--- src/rtl/qpu_ift2itcm_pkg.sv ---
// Shared types and constants for the IFU-to-ITCM fetch bridge.
// The optional holdup buffer is enabled by defining QPU_ITCM_HOLDUP_EN.
package qpu_ift2itcm_pkg;

    localparam int unsigned LINE_W  = 64;
    localparam int unsigned INSTR_W = 32;
    localparam logic [31:0] ITCM_BASE_DEFAULT = 32'h8000_0000;

    typedef enum logic [1:0] {
        ST_IDLE = 2'd0,
        ST_RD1  = 2'd1,
        ST_HOLD = 2'd2
    } ift_state_e;

    function automatic logic [INSTR_W-1:0] line_half(input logic [LINE_W-1:0] line,
                                                     input logic               sel);
        logic [INSTR_W-1:0] res;
        if (sel) begin
            res = line[63:32];
        end else begin
            res = line[31:0];
        end
        return res;
    endfunction

endpackage

--- src/rtl/qpu_ift2itcm_chk.sv ---
// Protocol checker for the fetch bridge: single-outstanding contract and stall stability.
module qpu_ift2itcm_chk (
    input logic        clk,
    input logic        rst_n,
    input logic        req_valid,
    input logic        req_ready,
    input logic        rsp_valid,
    input logic        rsp_ready,
    input logic [31:0] rsp_instr,
    input logic        rsp_err
);

    a_single_outstanding: assert property (@(posedge clk) disable iff (!rst_n)
        !(req_valid && req_ready && rsp_valid && !rsp_ready));

    a_stall_stable: assert property (@(posedge clk) disable iff (!rst_n)
        (rsp_valid && !rsp_ready) |=> ($stable(rsp_instr) && $stable(rsp_err) && rsp_valid));

endmodule

--- src/rtl/qpu_ift2itcm_linebuf.sv ---
// 64-bit line buffer plus holdup tracking (held index, valid bit, hit compare).
// Holdup logic exists only when QPU_ITCM_HOLDUP_EN is defined.
module qpu_ift2itcm_linebuf
    import qpu_ift2itcm_pkg::*;
#(
    parameter int unsigned ITCM_AW = 13
) (
    input  logic               clk,
    input  logic               rst_n,
    input  logic               rd1_cyc,
    input  logic [LINE_W-1:0]  itcm_rdata,
    input  logic               sram_rd,
    input  logic [ITCM_AW-1:0] line_idx,
    input  logic               req_accept,
    input  logic               req_seq,
    input  logic               req_err,
    input  logic               wr_snoop,
    output logic [LINE_W-1:0]  line_q,
    output logic               holdup_hit
);

    logic [LINE_W-1:0] line_r;

    // Line buffer: refreshed on every RD1 cycle so stalls and hits see stable data.
    always_ff @(posedge clk or negedge rst_n) begin
        if (!rst_n) begin
            line_r <= {LINE_W{1'b0}};
        end else if (rd1_cyc) begin
            line_r <= itcm_rdata;
        end else begin
            line_r <= line_r;
        end
    end

    assign line_q = line_r;

`ifdef QPU_ITCM_HOLDUP_EN
    logic [ITCM_AW-1:0] held_idx_r;
    logic               holdup_vld_r;

    // Held index: line of the most recent SRAM read.
    always_ff @(posedge clk or negedge rst_n) begin
        if (!rst_n) begin
            held_idx_r <= {ITCM_AW{1'b0}};
        end else if (sram_rd) begin
            held_idx_r <= line_idx;
        end else begin
            held_idx_r <= held_idx_r;
        end
    end

    // Holdup valid: a foreign write or an error fetch invalidates before RD1 can set it.
    always_ff @(posedge clk or negedge rst_n) begin
        if (!rst_n) begin
            holdup_vld_r <= 1'b0;
        end else if (wr_snoop | (req_accept & req_err)) begin
            holdup_vld_r <= 1'b0;
        end else if (rd1_cyc) begin
            holdup_vld_r <= 1'b1;
        end else begin
            holdup_vld_r <= holdup_vld_r;
        end
    end

    // A snoop in the same cycle vetoes the hit so the fresh SRAM contents are read.
    assign holdup_hit = req_seq & holdup_vld_r & (line_idx == held_idx_r)
                      & ~req_err & ~wr_snoop;
`else
    logic unused_holdup_s;

    assign holdup_hit      = 1'b0;
    assign unused_holdup_s = &{1'b0, sram_rd, line_idx, req_accept, req_seq, req_err, wr_snoop};
`endif

endmodule

--- src/rtl/qpu_ifu_ift2itcm.sv ---
// IFU fetch to ITCM bridge: one outstanding fetch, 64-bit line read, 32-bit select.
// Optional sequential-fetch holdup buffer via QPU_ITCM_HOLDUP_EN.
module qpu_ifu_ift2itcm
    import qpu_ift2itcm_pkg::*;
#(
    parameter int unsigned        PC_W      = 32,
    parameter int unsigned        ITCM_AW   = 13,
    parameter logic [PC_W-1:0]    ITCM_BASE = PC_W'(ITCM_BASE_DEFAULT)
) (
    input  logic               clk,
    input  logic               rst_n,
    input  logic               ifu_req_valid,
    output logic               ifu_req_ready,
    input  logic [PC_W-1:0]    ifu_req_pc,
    input  logic               ifu_req_seq,
    output logic               ifu_rsp_valid,
    input  logic               ifu_rsp_ready,
    output logic [31:0]        ifu_rsp_instr,
    output logic               ifu_rsp_err,
    input  logic               itcm_ready,
    output logic               itcm_cs,
    output logic [ITCM_AW-1:0] itcm_addr,
    input  logic [LINE_W-1:0]  itcm_rdata,
    input  logic               itcm_wr_snoop
);

    ift_state_e         state_r;
    ift_state_e         state_nxt_s;
    logic               accept_s;
    logic               hit_itcm_s;
    logic               err_s;
    logic               holdup_hit_s;
    logic               sram_rd_s;
    logic [ITCM_AW-1:0] line_idx_s;
    logic [LINE_W-1:0]  line_q_s;
    logic               half_sel_r;
    logic               err_r;
    logic [31:0]        rsp_instr_s;
    logic               unused_pc0_s;

    // Request ready follows only the arbiter grant, never the response side.
    assign ifu_req_ready = itcm_ready;
    assign accept_s      = ifu_req_valid & itcm_ready;
    assign hit_itcm_s    = (ifu_req_pc[PC_W-1:ITCM_AW+3] == ITCM_BASE[PC_W-1:ITCM_AW+3]);
    assign err_s         = ~hit_itcm_s | ifu_req_pc[1];
    assign line_idx_s    = ifu_req_pc[ITCM_AW+2:3];
    assign sram_rd_s     = accept_s & ~err_s & ~holdup_hit_s;
    assign unused_pc0_s  = ifu_req_pc[0];

    assign itcm_cs   = sram_rd_s;
    assign itcm_addr = line_idx_s;

    qpu_ift2itcm_linebuf #(
        .ITCM_AW (ITCM_AW)
    ) u_linebuf (
        .clk        (clk),
        .rst_n      (rst_n),
        .rd1_cyc    (state_r == ST_RD1),
        .itcm_rdata (itcm_rdata),
        .sram_rd    (sram_rd_s),
        .line_idx   (line_idx_s),
        .req_accept (accept_s),
        .req_seq    (ifu_req_seq),
        .req_err    (err_s),
        .wr_snoop   (itcm_wr_snoop),
        .line_q     (line_q_s),
        .holdup_hit (holdup_hit_s)
    );

    // State register.
    always_ff @(posedge clk or negedge rst_n) begin
        if (!rst_n) begin
            state_r <= ST_IDLE;
        end else begin
            state_r <= state_nxt_s;
        end
    end

    // Next state: a new accept always wins, then handshake, then RD1 falls into HOLD.
    always_comb begin
        state_nxt_s = state_r;
        if (accept_s) begin
            state_nxt_s = sram_rd_s ? ST_RD1 : ST_HOLD;
        end else if ((state_r != ST_IDLE) && ifu_rsp_ready) begin
            state_nxt_s = ST_IDLE;
        end else if (state_r == ST_RD1) begin
            state_nxt_s = ST_HOLD;
        end else begin
            state_nxt_s = state_r;
        end
    end

    // Half select and error flag captured at accept.
    always_ff @(posedge clk or negedge rst_n) begin
        if (!rst_n) begin
            half_sel_r <= 1'b0;
            err_r      <= 1'b0;
        end else if (accept_s) begin
            half_sel_r <= ifu_req_pc[2];
            err_r      <= err_s;
        end else begin
            half_sel_r <= half_sel_r;
            err_r      <= err_r;
        end
    end

    // Response data: live SRAM data in RD1, buffered line or zero in HOLD.
    always_comb begin
        rsp_instr_s = 32'h0000_0000;
        case (state_r)
            ST_RD1:  rsp_instr_s = line_half(itcm_rdata, half_sel_r);
            ST_HOLD: rsp_instr_s = err_r ? 32'h0000_0000 : line_half(line_q_s, half_sel_r);
            default: rsp_instr_s = 32'h0000_0000;
        endcase
    end

    assign ifu_rsp_valid = (state_r != ST_IDLE);
    assign ifu_rsp_instr = rsp_instr_s;
    assign ifu_rsp_err   = (state_r == ST_HOLD) & err_r;

    qpu_ift2itcm_chk u_chk (
        .clk       (clk),
        .rst_n     (rst_n),
        .req_valid (ifu_req_valid),
        .req_ready (ifu_req_ready),
        .rsp_valid (ifu_rsp_valid),
        .rsp_ready (ifu_rsp_ready),
        .rsp_instr (ifu_rsp_instr),
        .rsp_err   (ifu_rsp_err)
    );

endmodule
--- config.mk ---
export PLATFORM = sky130hd
export DESIGN_NAME = qpu_ifu_ift2itcm
export DESIGN_NICKNAME = d
export VERILOG_FILES = /design/src/rtl/qpu_ift2itcm_pkg.sv /design/src/rtl/qpu_ift2itcm_chk.sv /design/src/rtl/qpu_ift2itcm_linebuf.sv /design/src/rtl/qpu_ifu_ift2itcm.sv
export SDC_FILE = /design/constraint.sdc
export NUM_CORES = 1
export LEC_CHECK = 0
export CORE_AREA = 8 8 103 105
export DETAILED_ROUTE_END_ITERATION = 7
export DIE_AREA = 0 0 111 113
export GPL_ROUTABILITY_DRIVEN = 0
export HOLD_SLACK_MARGIN = 0.05
export PLACE_DENSITY_LB_ADDON = 0.12
export SLEW_MARGIN = 20
export SYNTH_ARGS = -nofsm -noshare
export SYNTH_HDL_FRONTEND = slang
export SYNTH_SLANG_ARGS = --single-unit
--- constraint.sdc ---
create_clock -name clk -period 1.9 [get_ports clk]
set_input_delay 0.285 -clock clk [delete_from_list [all_inputs] [get_ports clk]]
set_output_delay 0.285 -clock clk [all_outputs]
set_load 0.1 [all_outputs]
Word level (Yosys, flattened, before mapping)
Cells that the tools add are included.
- bits in registers: 68
- equal/unequal tests: 3
- mux-type cells: 8
- bitwise gates (word level): 6
- reductions and logical operators: 3
- operators by type and width (kind ; number):
    $mux 32 ; 3
    $pmux 32 s2 ; 1
    $eq 16x16->1 const B ; 1
    $mux 2 ; 4
    $and 1x1->1 ; 3
    $reduce_bool 3->1 ; 1
    $eq 2x1->1 const B ; 1
    $eq 2x2->1 const B ; 1
    $not 1->1 ; 2
    $reduce_bool 2->1 ; 1
    $logic_and 1x1->1 ; 1
    $or 1x1->1 ; 1

Longest topological paths before layout
- depth in word-level cells: 7
- gate-level depth with buffers: 6
- depth with buffers taken out: 5

Hierarchy
Synthesis repeated with hierarchy kept, for this count alone.
- cells, all modules: 325
- area total of the unflattened synthesis: 4251.6 sq um
- modules (own cells, without submodules) (module ; instances ; cells each ; area each (sq um)):
    qpu_ift2itcm_linebuf ; 1 ; 137 ; 2690.1
    qpu_ifu_ift2itcm ; 1 ; 188 ; 1561.5

Least setup slack after synthesis
OpenSTA, ideal clock, no wires.
- path type: input to output
- start: input port ifu_req_pc[19]
- end: output port itcm_cs
- required time: 1615 ps
- stages on the path: 3
- buffers on the path: 0
- arrival: 1872 ps
- setup slack: -257 ps
- cell sequence: or4_4 nor4_4 and2_1
- cells in the longest elaborated chain, start to end: 5
- RTL lines (item ; line ; text):
    start, declared ; qpu_ifu_ift2itcm.sv:14 ; input logic [PC_W-1:0] ifu_req_pc,
    $eq 16x16->1 ; qpu_ifu_ift2itcm.sv:44 ; assign hit_itcm_s = (ifu_req_pc[PC_W-1:ITCM_AW+3] == ITCM_BASE[PC_W-1:ITCM_AW+3]);
    $not 1->1 ; qpu_ifu_ift2itcm.sv:45 ; assign err_s = ~hit_itcm_s | ifu_req_pc[1];
    $or 1x1->1 ; qpu_ifu_ift2itcm.sv:45 ;
    $not 1->1 ; qpu_ifu_ift2itcm.sv:47 ; assign sram_rd_s = accept_s & ~err_s & ~holdup_hit_s;
    $and 1x1->1 ; qpu_ifu_ift2itcm.sv:47 ;
    end, declared ; qpu_ifu_ift2itcm.sv:21 ; output logic itcm_cs,
Every way passes these cells.

Worst setup path after layout
- start: register half_sel_r
- end: output port ifu_rsp_instr[29]
- cells in the longest elaborated chain, start to end: 3
- elaborated cells on any way between the ends: 4
- those cells by class: mux: 4
- RTL lines (item ; line ; text):
    start, declared ; qpu_ifu_ift2itcm.sv:36 ; logic half_sel_r;
    start signal, assigned ; qpu_ifu_ift2itcm.sv:99 ; half_sel_r <= ifu_req_pc[2];
    start signal, assigned ; qpu_ifu_ift2itcm.sv:102 ; half_sel_r <= half_sel_r;
    $mux 32 ; qpu_ift2itcm_pkg.sv:18 ; if (sel) begin
    $mux 32 ; qpu_ifu_ift2itcm.sv:112 ; ST_HOLD: rsp_instr_s = err_r ? 32'h0000_0000 : line_half(line_q_s, half_sel_r);
    $pmux 32 s2 (*) ; qpu_ifu_ift2itcm.sv:110 ; case (state_r)
    end, declared ; qpu_ifu_ift2itcm.sv:18 ; output logic [31:0] ifu_rsp_instr,
Mark *: on every way between the ends. The rest lies on a longest branch, timed or not.

==> summary.md <==
| Metric | Value |
|---|---|
| Status | complete, but fails checks |
| Failing checks | negative setup slack |
| Final antenna diode count | 0 |
| Worst-Margin Slew | 0.364 ns |
| First-iteration detailed-routing DRC count | 79 |
| Final ANT Viol Nets | 0 |
| Clock tree sinks | 68 |
| Buf/Inv on CP | 3 |
| Area grow syn2layout | 61.2% |
| Setup crit start kind | flip-flop |
| Effective utilization at floorplan | a little over two fifths |
| Post-synth top area share | 43.9% |
| I/O pins | 152 |
| WL/cell | 18.5 um |
| Final hold vios | 0 |
| Area contributors post-synth | dfrtp_1, mux2_2, mux2i_1, and2_1, o22ai_1 |
| Skew final | roughly 0.0096 ns |
| Seq/Total Area, Yosys | between 40 and 50% |
| HP Class | primary input to asynchronous set/reset pin |
| Delay of the slowest critical-path stage | 0.50 ns |
| Synth Register Bits | 68 |
| CTS tree | yes |
| Pleak | 2.85 nW |
| Total GRT Usage | 15.6% |
| Arrival @ worst endpoint | 1.79 ns |
| Latest clock arrival within the worst-skew pair | 0.33 ns |
| Max frequency | slightly below 500 MHz |
| Post-layout net count | about 550 |
| Die Ht | 113 um |
| Die width | 111 um |
| Crit-path max FO | 5 |
| Synth unique cells | 23 |
| Count leader, synth | dfrtp_1 |
| Ys Warns | 0 |
| Syn Std Cell Area | 3870 um2 |
| Final HPWL DP | 7100 um |
| Area of the core | 8980 um2 |
| Post-synth EDFFs | 0 |
| First-pass GRT wire length | 16,100 um |
| Clock Tree Buf Depth | 2 |
| Vias post-DR | 3,003 |
| Crit path cell chain | buf_8, clkbuf_16, mux2i_1, o22ai_2, and2_4, buf_12 |
| Setup WS post-layout | -0.180 ns |
| DP Area | 5670 um2 |
| Critical setup path kind | flip-flop to output pin |
| Top cells by count, synth | dfrtp_1, mux2_2, mux2i_1, and2_1, o22ai_1 |
| Tmin final | 2.08 ns |
| Die area | 12,500 um2 |
| Row count | 35 |
| Worst-path clk slew | 0.08 ns |
| Maximum vdd drop | 0.000341 V |
| H-tree levels | 3 |
| Critical Path RT | 1.62 ns |
| Largest net degree at the start of global routing | 67 |
| Slew Limit Headroom | 75.7% |
| Routed WL | 10,400 um |
| Nature of the critical path endpoint | output pin |
| DR vias/cell | 5.32 |
| Slew Viols, Final | 0 |
| Port bufs | 122 |
| CTS buffer count | 9 |
| Hold_ws | roughly 0.39 ns |
| Post-route DRC | 0 |
| Syn avg cell area | around 12 um2 |
| CP delay by family, top | flip-flops |
| Main synth FF type | dfrtp_1 |
| Max-capacitance violation count | 0 |
| Asr flop ratio synth | 100% |
| Initial antenna violation count | 0 |
| Synth Instances | around 320 |
| Finished Cell Area | 6240 um2 |
| Tcrit/Tclk final | 109% |
| Vias in the first global route | 3,146 |
| Layout cells sized above 1 | 47.0% |
| Total gr overflow | 0 |
| Slowest CP cell | dfrtp_4 |
| Drt first pass iters | 4 |
| RSZ-0062 raised after global routing | yes |
| Root Buffer | clkbuf_8 |
| Mapped Nets | 428 |
| Pre-CTS WS | -0.226 ns |
| Yosys top cell by area | dfrtp_1 |
| Power Dens Cells | 558 nW/um2 |
| Final setup fails | 32 |
## placed cells by master (no fill, tap or decap), drive strengths merged, types with 2 or more instances in the layout
| master | instances |
|---|---|
| inv | 4 |
| a21oi | 2 |
| nand2b | 2 |
| clkdlybuf4s50 | 81 |
| ha | 3 |
| o22ai | 32 |
| nor4 | 3 |
| and2 | 34 |
| mux2i | 64 |
| mux2 | 65 |
| buf | 64 |
| clkinv | 3 |
| clkbuf | 17 |
| dfrtp | 68 |
## report_power, final
part	leakage [nW]	internal [mW]	switching [mW]
logic	1.81	0.472	0.377
clock network	0.100	0.642	0.531
registers	0.940	1.46	0.00670
## area by class of cell
cell class	instances	area, um2
flip-flops and latches	68	1710
inverters	4	15.0
well taps	111	139
repair buffers	152	2000
clock buffers	12	145
fillers	663	2740
multi-input cells	213	2190
clock inverters	4	48.8
## sequential cells by signal, indices dropped and copies added, names as in the netlist
signal,count
state_r,2
u_linebuf.line_q,64
half_sel_r,1
err_r,1
## through the flow
| stage | cells | setup TNS, ns | utilization, % | total power, mW |
|---|---|---|---|---|
| 2_1_floorplan | 322 | 0 | - | 1.95 |
| 3_3_place_gp | 536 | -0.202 | 63.2 | 2.21 |
| 3_5_place_dp | 536 | -0.226 | 63.2 | 2.22 |
| 4_1_cts | 558 | -5.22 | 67.0 | 3.43 |
| 5_1_grt | 564 | -6.77 | 69.5 | 3.61 |
| 6_report | 564 | -4.89 | 69.5 | 3.48 |
## layer usage
metal  vias up  GRT usage, %  wire length (um)
li1       1416             -                 -
met1      1495          18.5              4510
met2        81          26.5              5370
met3        11          4.29               444
met4         0          5.23                86
met5         -             0                 0
## what timing repair did
action	CTS	global route
cloned	1	4
hold buffers	1	0
endpoints found under the setup margin	33	33
buffers inserted	4	3
pin swaps	4	8
hold endpoints to repair	12	0
resized for setup	41	46
## worst paths after layout
| kind | slack, ns | startpoint | cells past startpoint | to |
|---|---|---|---|---|
| min in group clk | 0.50 | u_linebuf.line_q[24] | 1 | u_linebuf.line_q[24] |
| worst max register to register | 0.34 | state_r[1] | 4 | u_linebuf.line_q[58] |
| max in group asynchronous | 0.99 | rst_n | 3 | u_linebuf.line_q[60] |
| worst max-delay path | -0.18 | half_sel_r | 6 | ifu_rsp_instr[29] |
| worst min register to register | 0.50 | u_linebuf.line_q[24] | 1 | u_linebuf.line_q[24] |
| worst min-delay path | 0.39 | rst_n | 2 | u_linebuf.line_q[23] |
## cell families after synthesis
| group | Yosys count | share of synthesized area [%] |
|---|---|---|
| AOI/OAI and AO/OA | 37 | 6.01 |
| adders and majority gates | 3 | 0.969 |
| buffers and inverters | 41 | 6.11 |
| DFF | 68 | 43.9 |
| muxes | 129 | 35.4 |
| and+or+nand+nor | 44 | 7.53 |
Power figures use the tool's default switching activity.
